===== config.mk =====
export PLATFORM = sky130hd
export DESIGN_NAME = hazard_stall_controller_flat
export DESIGN_NICKNAME = d
export VERILOG_FILES = /design/src/rtl/hazard_stall_if.sv /design/src/rtl/hazard_stall_controller.sv /design/src/flat_wrapper.sv
export SDC_FILE = /design/constraint.sdc
export NUM_CORES = 1
export LEC_CHECK = 0
export ABC_AREA = 1
export ABC_CLOCK_PERIOD_IN_PS = 2500
export BUFFER_PORTS_ARGS = -buffer_cell sky130_fd_sc_hd__buf_2
export CORE_UTILIZATION = 30
export DETAILED_ROUTE_END_ITERATION = 8
export SKIP_CTS_REPAIR_TIMING = 1
export SLEW_MARGIN = 0
export SYNTH_ARGS = -nofsm -noshare
export SYNTH_HDL_FRONTEND = slang
export SYNTH_SLANG_ARGS = --single-unit

===== constraint.sdc =====
create_clock -name clk -period 2.5 [get_ports clk]
set_input_delay 0.5 -clock clk [delete_from_list [all_inputs] [get_ports clk]]
set_output_delay 0.5 -clock clk [all_outputs]
set_load 0.005 [all_outputs]

===== src/rtl/hazard_stall_if.sv =====
// ID-stage instruction fields and branch resolve in; pipeline control and
// run statistics out.
interface hazard_stall_if #(
  parameter int NREG  = 32,
  parameter int CNT_W = 32
);
  localparam int RW = $clog2(NREG);

  logic             id_valid;
  logic [5:0]       id_opcode;
  logic [RW-1:0]    id_rs;
  logic [RW-1:0]    id_rt;
  logic [RW-1:0]    id_rd;
  logic             ex_branch_taken;

  logic             fetch_en;
  logic             if_stall;
  logic             id_stall;
  logic             flush;
  logic             halted;
  logic [CNT_W-1:0] cycle_count;
  logic [CNT_W-1:0] stall_cycles;
  logic [CNT_W-1:0] raw_events;
  logic [CNT_W-1:0] flush_count;
  logic [CNT_W-1:0] retired;

  modport master (
    output id_valid, id_opcode, id_rs, id_rt, id_rd, ex_branch_taken,
    input  fetch_en, if_stall, id_stall, flush, halted,
           cycle_count, stall_cycles, raw_events, flush_count, retired
  );

  modport slave (
    input  id_valid, id_opcode, id_rs, id_rt, id_rd, ex_branch_taken,
    output fetch_en, if_stall, id_stall, flush, halted,
           cycle_count, stall_cycles, raw_events, flush_count, retired
  );
endinterface


===== src/rtl/hazard_stall_controller.sv =====
// RAW-hazard stall, branch flush and HALT drain control for a 5-stage
// pipeline without forwarding, with saturating run statistics.
module hazard_stall_controller #(
  parameter int NREG    = 32,
  parameter int CNT_W   = 32,
  parameter bit R0_ZERO = 1'b0
) (
  input  logic         clk,
  input  logic         rst_n,
  hazard_stall_if.slave hs
);
  localparam int RW = $clog2(NREG);
  localparam logic [CNT_W-1:0] ONE = CNT_W'(1);

  typedef enum logic [1:0] {RUN, DRAIN, HALTED} state_t;

  typedef struct packed {
    logic          valid;
    logic [RW-1:0] dst;
    logic          has_dst;
    logic          is_halt;
  } slot_t;

  state_t state, state_nxt;
  slot_t [2:0] sb;  // 0 = EX, 1 = MEM, 2 = WB
  slot_t id_slot;

  logic          id_vld, use_rs, use_rt, hazard, advance;
  logic          fetch_en, halted, flush, stall;
  logic          prev_stall;
  logic [5+3*RW-1:0] prev_key, id_key;
  logic [CNT_W-1:0] cnt_cycle, cnt_stall, cnt_raw, cnt_flush, cnt_ret;

  function automatic logic hit(input slot_t s, input logic [RW-1:0] r);
    return s.valid && s.has_dst && (s.dst == r) && !(R0_ZERO && (r == '0));
  endfunction

  function automatic logic [CNT_W-1:0] sat_inc(input logic [CNT_W-1:0] v, input logic en);
    return (en && (v != '1)) ? v + ONE : v;
  endfunction

  // Decode; ID is ignored outside RUN so drain injects bubbles.
  always_comb begin
    id_vld  = hs.id_valid && (state == RUN) && (hs.id_opcode <= 6'd17);
    use_rs  = 1'b0;
    use_rt  = 1'b0;
    id_slot = '0;
    id_slot.dst = hs.id_rd;
    if (hs.id_opcode <= 6'd11) begin
      use_rs          = 1'b1;
      use_rt          = !hs.id_opcode[0];
      id_slot.has_dst = 1'b1;
      id_slot.dst     = hs.id_opcode[0] ? hs.id_rt : hs.id_rd;
    end else begin
      unique case (hs.id_opcode)
        6'd12: begin use_rs = 1'b1; id_slot.has_dst = 1'b1; id_slot.dst = hs.id_rt; end
        6'd13, 6'd15: begin use_rs = 1'b1; use_rt = 1'b1; end
        6'd14, 6'd16: use_rs = 1'b1;
        6'd17: id_slot.is_halt = 1'b1;
        default: ;
      endcase
    end
    id_slot.valid = id_vld;
    hazard = id_vld &&
             ((use_rs && (hit(sb[0], hs.id_rs) || hit(sb[1], hs.id_rs))) ||
              (use_rt && (hit(sb[0], hs.id_rt) || hit(sb[1], hs.id_rt))));
  end

  always_ff @(posedge clk or negedge rst_n)
    if (!rst_n) state <= RUN;
    else        state <= state_nxt;

  always_comb begin
    state_nxt = state;
    unique case (state)
      RUN:     if (advance && id_slot.is_halt) state_nxt = DRAIN;
      DRAIN:   if (sb[2].valid && sb[2].is_halt) state_nxt = HALTED;
      default: state_nxt = HALTED;
    endcase
  end

  always_comb begin
    fetch_en = (state == RUN);
    halted   = (state == HALTED);
    flush    = hs.ex_branch_taken && !halted;
    stall    = hazard && !flush;
    advance  = id_vld && !stall && !flush;
  end

  assign id_key = {hs.id_opcode, hs.id_rs, hs.id_rt, hs.id_rd};

  always_ff @(posedge clk or negedge rst_n) begin
    if (!rst_n) begin
      sb         <= '0;
      prev_stall <= 1'b0;
      prev_key   <= '0;
      cnt_cycle  <= '0;
      cnt_stall  <= '0;
      cnt_raw    <= '0;
      cnt_flush  <= '0;
      cnt_ret    <= '0;
    end else if (!halted) begin
      sb[2]      <= sb[1];
      sb[1]      <= sb[0];
      sb[0]      <= advance ? id_slot : '0;
      prev_stall <= stall;
      prev_key   <= id_key;
      cnt_cycle  <= sat_inc(cnt_cycle, 1'b1);
      cnt_stall  <= sat_inc(cnt_stall, stall);
      // A new stall episode, or a different instruction stalling back to back.
      cnt_raw    <= sat_inc(cnt_raw, stall && (!prev_stall || (prev_key != id_key)));
      cnt_flush  <= sat_inc(cnt_flush, flush);
      cnt_ret    <= sat_inc(cnt_ret, sb[2].valid);
    end
  end

  assign hs.fetch_en     = fetch_en;
  assign hs.halted       = halted;
  assign hs.flush        = flush;
  assign hs.id_stall     = stall;
  assign hs.if_stall     = stall;
  assign hs.cycle_count  = cnt_cycle;
  assign hs.stall_cycles = cnt_stall;
  assign hs.raw_events   = cnt_raw;
  assign hs.flush_count  = cnt_flush;
  assign hs.retired      = cnt_ret;
endmodule


===== src/flat_wrapper.sv =====
// flat-port wrapper written by rule: the top's interface ports become plain ports
module hazard_stall_controller_flat 
#(
  parameter int NREG    = 32,
  parameter int CNT_W   = 32,
  parameter bit R0_ZERO = 1'b0
)
  (clk, rst_n, hs_id_valid, hs_id_opcode, hs_id_rs, hs_id_rt, hs_id_rd, hs_ex_branch_taken, hs_fetch_en, hs_if_stall, hs_id_stall, hs_flush, hs_halted, hs_cycle_count, hs_stall_cycles, hs_raw_events, hs_flush_count, hs_retired);
  hazard_stall_if #(.NREG(NREG), .CNT_W(CNT_W)) hs_i ();
  input  logic clk;
  input  logic rst_n;
  input wire logic [$bits(hs_i.id_valid)-1:0] hs_id_valid;
  input wire logic [$bits(hs_i.id_opcode)-1:0] hs_id_opcode;
  input wire logic [$bits(hs_i.id_rs)-1:0] hs_id_rs;
  input wire logic [$bits(hs_i.id_rt)-1:0] hs_id_rt;
  input wire logic [$bits(hs_i.id_rd)-1:0] hs_id_rd;
  input wire logic [$bits(hs_i.ex_branch_taken)-1:0] hs_ex_branch_taken;
  output wire logic [$bits(hs_i.fetch_en)-1:0] hs_fetch_en;
  output wire logic [$bits(hs_i.if_stall)-1:0] hs_if_stall;
  output wire logic [$bits(hs_i.id_stall)-1:0] hs_id_stall;
  output wire logic [$bits(hs_i.flush)-1:0] hs_flush;
  output wire logic [$bits(hs_i.halted)-1:0] hs_halted;
  output wire logic [$bits(hs_i.cycle_count)-1:0] hs_cycle_count;
  output wire logic [$bits(hs_i.stall_cycles)-1:0] hs_stall_cycles;
  output wire logic [$bits(hs_i.raw_events)-1:0] hs_raw_events;
  output wire logic [$bits(hs_i.flush_count)-1:0] hs_flush_count;
  output wire logic [$bits(hs_i.retired)-1:0] hs_retired;
  assign hs_i.id_valid = hs_id_valid;
  assign hs_i.id_opcode = hs_id_opcode;
  assign hs_i.id_rs = hs_id_rs;
  assign hs_i.id_rt = hs_id_rt;
  assign hs_i.id_rd = hs_id_rd;
  assign hs_i.ex_branch_taken = hs_ex_branch_taken;
  assign hs_fetch_en = hs_i.fetch_en;
  assign hs_if_stall = hs_i.if_stall;
  assign hs_id_stall = hs_i.id_stall;
  assign hs_flush = hs_i.flush;
  assign hs_halted = hs_i.halted;
  assign hs_cycle_count = hs_i.cycle_count;
  assign hs_stall_cycles = hs_i.stall_cycles;
  assign hs_raw_events = hs_i.raw_events;
  assign hs_flush_count = hs_i.flush_count;
  assign hs_retired = hs_i.retired;
  hazard_stall_controller #(.NREG(NREG), .CNT_W(CNT_W), .R0_ZERO(R0_ZERO)) u_core (.clk(clk), .rst_n(rst_n), .hs(hs_i));
endmodule

# Word level (Yosys, flattened, before mapping)
# Cells that the tools add are included.
dict set report word_totals {
  in_bits 25
  word_cells 99
  ram_bits 0
  latchBits 0
  register_bits 201
  memories 0
  output_inout_bits 165
  mem_bits_ro 0
}
dict set report op_classes {
  shift 0
  n_mul 0
  mux 13
  reduce_logical 40
  bitwise_logic 1
  n_lt_le_gt_ge 2
  addsub 5
  n_div 0
  eq_ne 20
}
# cell count
set op_table {}
lappend op_table {{$add A32 B1 Y32 const B} 5}
lappend op_table {{$ne A32 B32 Y1 const B} 5}
lappend op_table {{$eq A6 B4 Y1 const B} 4}
lappend op_table {{$logic_and A1 B1 Y1} 22}
lappend op_table {{$eq A5 B5 Y1} 4}
lappend op_table {{$ne A20 B20 Y1} 1}
lappend op_table {{$eq A6 B5 Y1 const B} 2}
lappend op_table {{$mux W6} 2}
lappend op_table {{$reduce_and A2 Y1} 6}
lappend op_table {{$mux W8} 1}
lappend op_table {{$le A6 B4 Y1 const B} 1}
lappend op_table {{$le A6 B5 Y1 const B} 1}
lappend op_table {{$mux W1} 6}
lappend op_table {{$logic_not A1 Y1} 5}
lappend op_table {{$mux W5} 1}
lappend op_table {{$reduce_or A5 Y1} 1}
lappend op_table {{$logic_or A1 B1 Y1} 4}
lappend op_table {{$mux W2} 2}
lappend op_table {{$ne A2 B1 Y1 const B} 2}
lappend op_table {{$pmux W2 S2} 1}
lappend op_table {{$eq A2 B1 Y1 const B} 1}
lappend op_table {{$eq A2 B2 Y1 const B} 1}
lappend op_table {{$logic_not A2 Y1} 1}
lappend op_table {{$reduce_or A2 Y1} 1}
lappend op_table {{$not A1 Y1} 1}

# Longest topological paths before layout
dict set report depth {
  word_depth 14
  mapped_depth 16
  ltp_nobuf 14
}

# Worst setup path before layout
# Ideal clock, no wire load.
dict set report synth_path {
  kind {in2out}
  from {in hs_id_rt[4]}
  to {out hs_if_stall}
  t_arrival_ps 1459
  required_ps 2000
  setup_slack_ps 541
  stages 12
  n_path_buf 2
  cell_sequence {buf_4 -> inv_1 -> nand2_1 -> nand2_1 -> nor2_1 -> nand3_1 -> nand2_1 -> nand2_1 -> nand2_2 -> nand2_2 -> inv_1 -> buf_4}
}
dict set report synth_between {
  elab_chain_cells 7
  elab_cells_between_ends 9
  classes_between {2 x eq/ne; 7 x reduce/logical}
}
# element line
set synth_rtl {}
lappend synth_rtl {{start, declared} flat_wrapper.sv:15} ;# input wire logic [$bits(hs_i.id_rt)-1:0] hs_id_rt;
lappend synth_rtl {{$eq A5 B5 Y1} hazard_stall_controller.sv:35} ;# return s.valid && s.has_dst && (s.dst == r) && !(R0_ZERO && (r == '0));
lappend synth_rtl {{$logic_and A1 B1 Y1} hazard_stall_controller.sv:35}
lappend synth_rtl {{$logic_or A1 B1 Y1 *} hazard_stall_controller.sv:66} ;# (use_rt && (hit(sb[0], hs.id_rt) || hit(sb[1], hs.id_rt))));
lappend synth_rtl {{$logic_and A1 B1 Y1 *} hazard_stall_controller.sv:66}
lappend synth_rtl {{$logic_or A1 B1 Y1 *} hazard_stall_controller.sv:65} ;# ((use_rs && (hit(sb[0], hs.id_rs) || hit(sb[1], hs.id_rs))) ||
lappend synth_rtl {{$logic_and A1 B1 Y1 *} hazard_stall_controller.sv:64} ;# hazard = id_vld &&
lappend synth_rtl {{$logic_and A1 B1 Y1 *} hazard_stall_controller.sv:86} ;# stall = hazard && !flush;
lappend synth_rtl {{end, declared} flat_wrapper.sv:19} ;# output wire logic [$bits(hs_i.if_stall)-1:0] hs_if_stall;
# Every way passes the cells marked *; elsewhere a longest branch is shown, timed or not.

# Final worst setup path
dict set report layout_path {
  from {reg u_core.sb[11] (netlist bit)}
  to {out hs_if_stall}
}
dict set report layout_between {
  elab_chain_cells 7
  elab_cells_between_ends 11
  classes_between {2 x eq/ne; 9 x reduce/logical}
}
# element line
set layout_rtl {}
lappend layout_rtl {{start, declared} hazard_stall_controller.sv:25} ;# slot_t [2:0] sb;
lappend layout_rtl {{$eq A5 B5 Y1} hazard_stall_controller.sv:35}
lappend layout_rtl {{$logic_and A1 B1 Y1} hazard_stall_controller.sv:35}
lappend layout_rtl {{$logic_or A1 B1 Y1, on equally long branches} {hazard_stall_controller.sv:65, hazard_stall_controller.sv:66}}
lappend layout_rtl {{$logic_and A1 B1 Y1, on equally long branches} {hazard_stall_controller.sv:65, hazard_stall_controller.sv:66}}
lappend layout_rtl {{$logic_or A1 B1 Y1 *} hazard_stall_controller.sv:65}
lappend layout_rtl {{$logic_and A1 B1 Y1 *} hazard_stall_controller.sv:64}
lappend layout_rtl {{$logic_and A1 B1 Y1 *} hazard_stall_controller.sv:86}
# Marked as above.

==> impl_results.md <==
* Outcome: finished, violations left
* Failing checks: hold timing
* Final max-slew violation count at 0
* Type of destination of the critical path: output port
* Num CTS Buffers at 26
* Crit share post-route at 99.64%
* Setup Viol. Count Final at 0
* Final Hold Slack at -39.08 ps
* Syn. warnings at 0
* Static Leak at 0.007460 uW
* Mapped Area at 12,090 um^2
* Root Driver: clkbuf_16
* GRT overflow at 0
* Vias/cell at 4.690
* Power Density at 487.2 nW/um^2
* Post-synthesis sequential area ratio at 41.61%
* Synth Net Count at 1,726
* Max Root-Sink Buffers at 3
* Syn_area_per_cell at 7.128 um^2
* Global Route Usage Sum at 16.67%
* Nets at 1,942
* Synth Register Bits at 201
* Critical Path Fanout Max at 5
* Crit path time final at 2491 ps
* CTS clk-pin slew, worst paths at 60 ps
* Critical path startpoint category: flop
* VDD IR max at 0.3717 mV
* CTS tree: done
* Rel. slew slack at 56.49%
* CTS H-Tree Depth at 1
* Worst path arrival time at 1990 ps
* Initial antenna violation count at 2
* Fin Clk Skew at 16.79 ps
* Antenna viol nets, final at 0
* RSZ-0062 raised after global routing: yes
* Routed wire per std cell at 14.23 um
* Data required, critical path at 2000 ps
* Pwr Total at 7120 uW
* Endpoints failing hold at 51
* Area Growth Syn to Fin at 20.90%
* Critical path cell sequence: inv_1, nand2_1, nand2_1, nor2_2, nand3_1, nand2_1, nand2_1, nand2_2, nand2_4, buf_6, inv_6, buf_2
* Hold WC Path Type: input port to async pin
* CP most frequent cell: nand2_1
* Die width at 202.7 um
* Io pins at 190
* Delay-heaviest family, CP: simple AND/OR/NAND/NOR gates
* Synth unique cells at 40
* DRT iter0 DRCs at 751
* Clk sinks at 201
* Ratio of cells with drive above 1 in the final layout at 15.35%
* Initial Util at 30.43%
* First-pass GRT wire length at 56.28 mm
* Max Cap Viol at 0
* Worst path bufs/invs at 4
* Vias post-DR at 11,510
* Kind of critical path: flop to output port
* Final WL at 34.92 mm
* DRC at 0
* Die Footprint at 41,100 um^2
* Final Non-Filler Cells at 2,454
* Vias in the first global route at 10,960
* Post-placement cell count at 2,407
* IO Port Bufs at 189
* Hpwl dp at 26.18 mm
* Largest net degree at the start of global routing at 80
* Worst skew pair latency at 540 ps
* Pre-Repair DR Iteration Count at 5
* Core Box Area at 39,730 um^2
* RD Place Congestion at 0.9259
* Fmax at 401.4 MHz
* # rows at 73
* Syn Inst Count at 1,696
* Critical path's slowest cell: dfrtp_1
* Chip Height at 202.7 um
* CP max stage delay at 410 ps
* Fillers at 4,199
* Measured slew at the worst slew-check pin at 652.7 ps
-- synthesized netlist by cell type --
| library cell | count | area, um^2 |
|---|---|---|
| nor3b_1 | 3 | 22.52 |
| nand4_2 | 1 | 12.51 |
| o211ai_1 | 2 | 15.01 |
| clkbuf_1 | 7 | 26.28 |
| nand4_1 | 46 | 287.8 |
| inv_2 | 7 | 26.28 |
| nand2_4 | 1 | 11.26 |
| inv_1 | 173 | 649.4 |
| a21oi_1 | 6 | 30.03 |
| dfrtp_1 | 201 | 5030 |
| nand3b_1 | 13 | 97.59 |
| nor2_2 | 2 | 12.51 |
| buf_2 | 8 | 40.04 |
| nor3_1 | 64 | 320.3 |
| nand3_1 | 81 | 405.4 |
| xnor2_1 | 45 | 394.1 |
| nor3_4 | 1 | 16.27 |
| o21ai_0 | 51 | 255.2 |
| buf_1 | 1 | 3.750 |
| o21a_1 | 1 | 7.510 |
| buf_6 | 2 | 22.52 |
| nand3_2 | 2 | 20.02 |
| nor3_2 | 10 | 100.1 |
| nand2_2 | 4 | 25.02 |
| nor2_4 | 2 | 22.52 |
| buf_4 | 11 | 82.58 |
| ha_1 | 5 | 62.56 |
| nor2_1 | 176 | 660.6 |
| or2_2 | 2 | 12.51 |
| nand4_4 | 1 | 21.27 |
| nor4_2 | 1 | 12.51 |
| xor2_1 | 84 | 735.7 |
| o21bai_1 | 1 | 7.510 |
| a21oi_2 | 1 | 8.760 |
| and2_1 | 1 | 6.260 |
| nand2_1 | 649 | 2436 |
| o21ai_1 | 7 | 35.03 |
| or2_4 | 1 | 8.760 |
| nor4_1 | 19 | 118.9 |
| a32oi_1 | 3 | 26.28 |
-- path summary, 6_finish.rpt --
path	endpoint	depth (start not counted)	slack [ps]	startpoint
setup / recovery	hs_if_stall	12	9	u_core.sb[11]$_DFFE_PN0N_
min in group clk	u_core.prev_key[16]$_DFFE_PN0N_	3	230	hs_id_opcode[1]
hold / removal	u_core.hs.cycle_count[11]$_DFFE_PN0P_	1	-40	rst_n
setup reg to reg	u_core.hs.raw_events[8]$_DFFE_PN0P_	11	210	u_core.hs.raw_events[0]$_DFFE_PN0P_
hold reg to reg	u_core.sb[16]$_DFFE_PN0N_	2	490	u_core.sb[16]$_DFFE_PN0N_
max in group asynchronous	u_core.hs.raw_events[4]$_DFFE_PN0P_	2	1840	rst_n
-- state kept, by name (all words and copies together) (netlist names) --
| name | flops |
|---|---|
| u_core.hs.cycle_count | 32 |
| u_core.hs.flush_count | 32 |
| u_core.hs.raw_events | 32 |
| u_core.hs.retired | 32 |
| u_core.hs.stall_cycles | 32 |
| u_core.prev_key | 20 |
| u_core.sb | 18 |
| u_core.state | 2 |
| u_core.prev_stall | 1 |
-- metal layers --
| metal | global-route usage [%] | vias up | part of all wire, % |
|---|---|---|---|
| met4 | 4.108 | 2 | 1.5 |
| met2 | 27.50 | 271 | 48 |
| met3 | 2.520 | 39 | 4.7 |
| met1 | 22.78 | 5412 | 46 |
| met5 | 0 | - | 0.026 |
| li1 | - | 5785 | - |
-- cell families (layout without fill, tap and decap cells) --
logic type	Yosys count	in the layout	synth area share [%]
buffers and inverters	209	440	7.038
AO/OA/AOI/OAI	72	72	3.188
adder cells (fa/ha/maj)	5	5	0.5175
XOR/XNOR	129	129	9.346
other	0	1	0
AND/OR/NAND/NOR	1080	1081	38.30
flip-flops	201	201	41.61
-- placed cells by master, fill, tap and decap left out, types with 7 or more instances in the layout --
| cell | instances |
|---|---|
| o21ai_1 | 7 |
| clkbuf_16 | 27 |
| xnor2_1 | 45 |
| inv_2 | 8 |
| nand3b_1 | 13 |
| nor2_1 | 171 |
| nor3_1 | 64 |
| clkbuf_1 | 10 |
| xor2_1 | 84 |
| buf_4 | 22 |
| buf_2 | 188 |
| nand2_1 | 647 |
| inv_1 | 171 |
| nand4_1 | 46 |
| dfrtp_1 | 201 |
| nor3_2 | 10 |
| nand3_1 | 81 |
| nor4_1 | 19 |
| o21ai_0 | 51 |
-- layout make-up --
type	instances	area, um^2	area share, %
well taps	525	656.9	4.494
repair buffers	216	1212	8.295
inverters	180	680.7	4.657
multi-input cells	1287	6247	42.74
clock inverters	3	17.52	0.1199
flip-flops and latches	201	5030	34.41
diodes	1	2.502	0.01712
clock buffers	41	768.2	5.256
-- where the power goes --
part | internal [uW] | switching, uW
clock network | 2080 | 1440
logic | 93.7 | 205
registers | 3280 | 18.6
total | 5450 | 1670
-- metrics by stage --
step / setup slack, ps / area, um^2 / TNS, ps / utilization, %
6_report: 8.970 / 14620 / 0 / 36.78
4_1_cts: -191.5 / 14570 / -382.8 / 36.66
2_1_floorplan: 540.7 / 12090 / 0 / -
3_3_place_gp: 32.98 / 13780 / 0 / 34.68
5_1_grt: -157.0 / 14620 / -312.2 / 36.78
3_5_place_dp: -57.15 / 13780 / -349.4 / 34.68
-- worst reg2reg max path, stage by stage, from the launching register on --
cell and delay, ps:
dfrtp_1 420, ha_1 260, nand3_2 140, nor2_4 40, nand3b_1 110, nor2_1 90
nand4_1 130, nand2_1 210, nor2_4 480, nand3_1 160, nand2_1 90, nand2_1 50
Note: power is estimated with default switching activity, not from simulation.
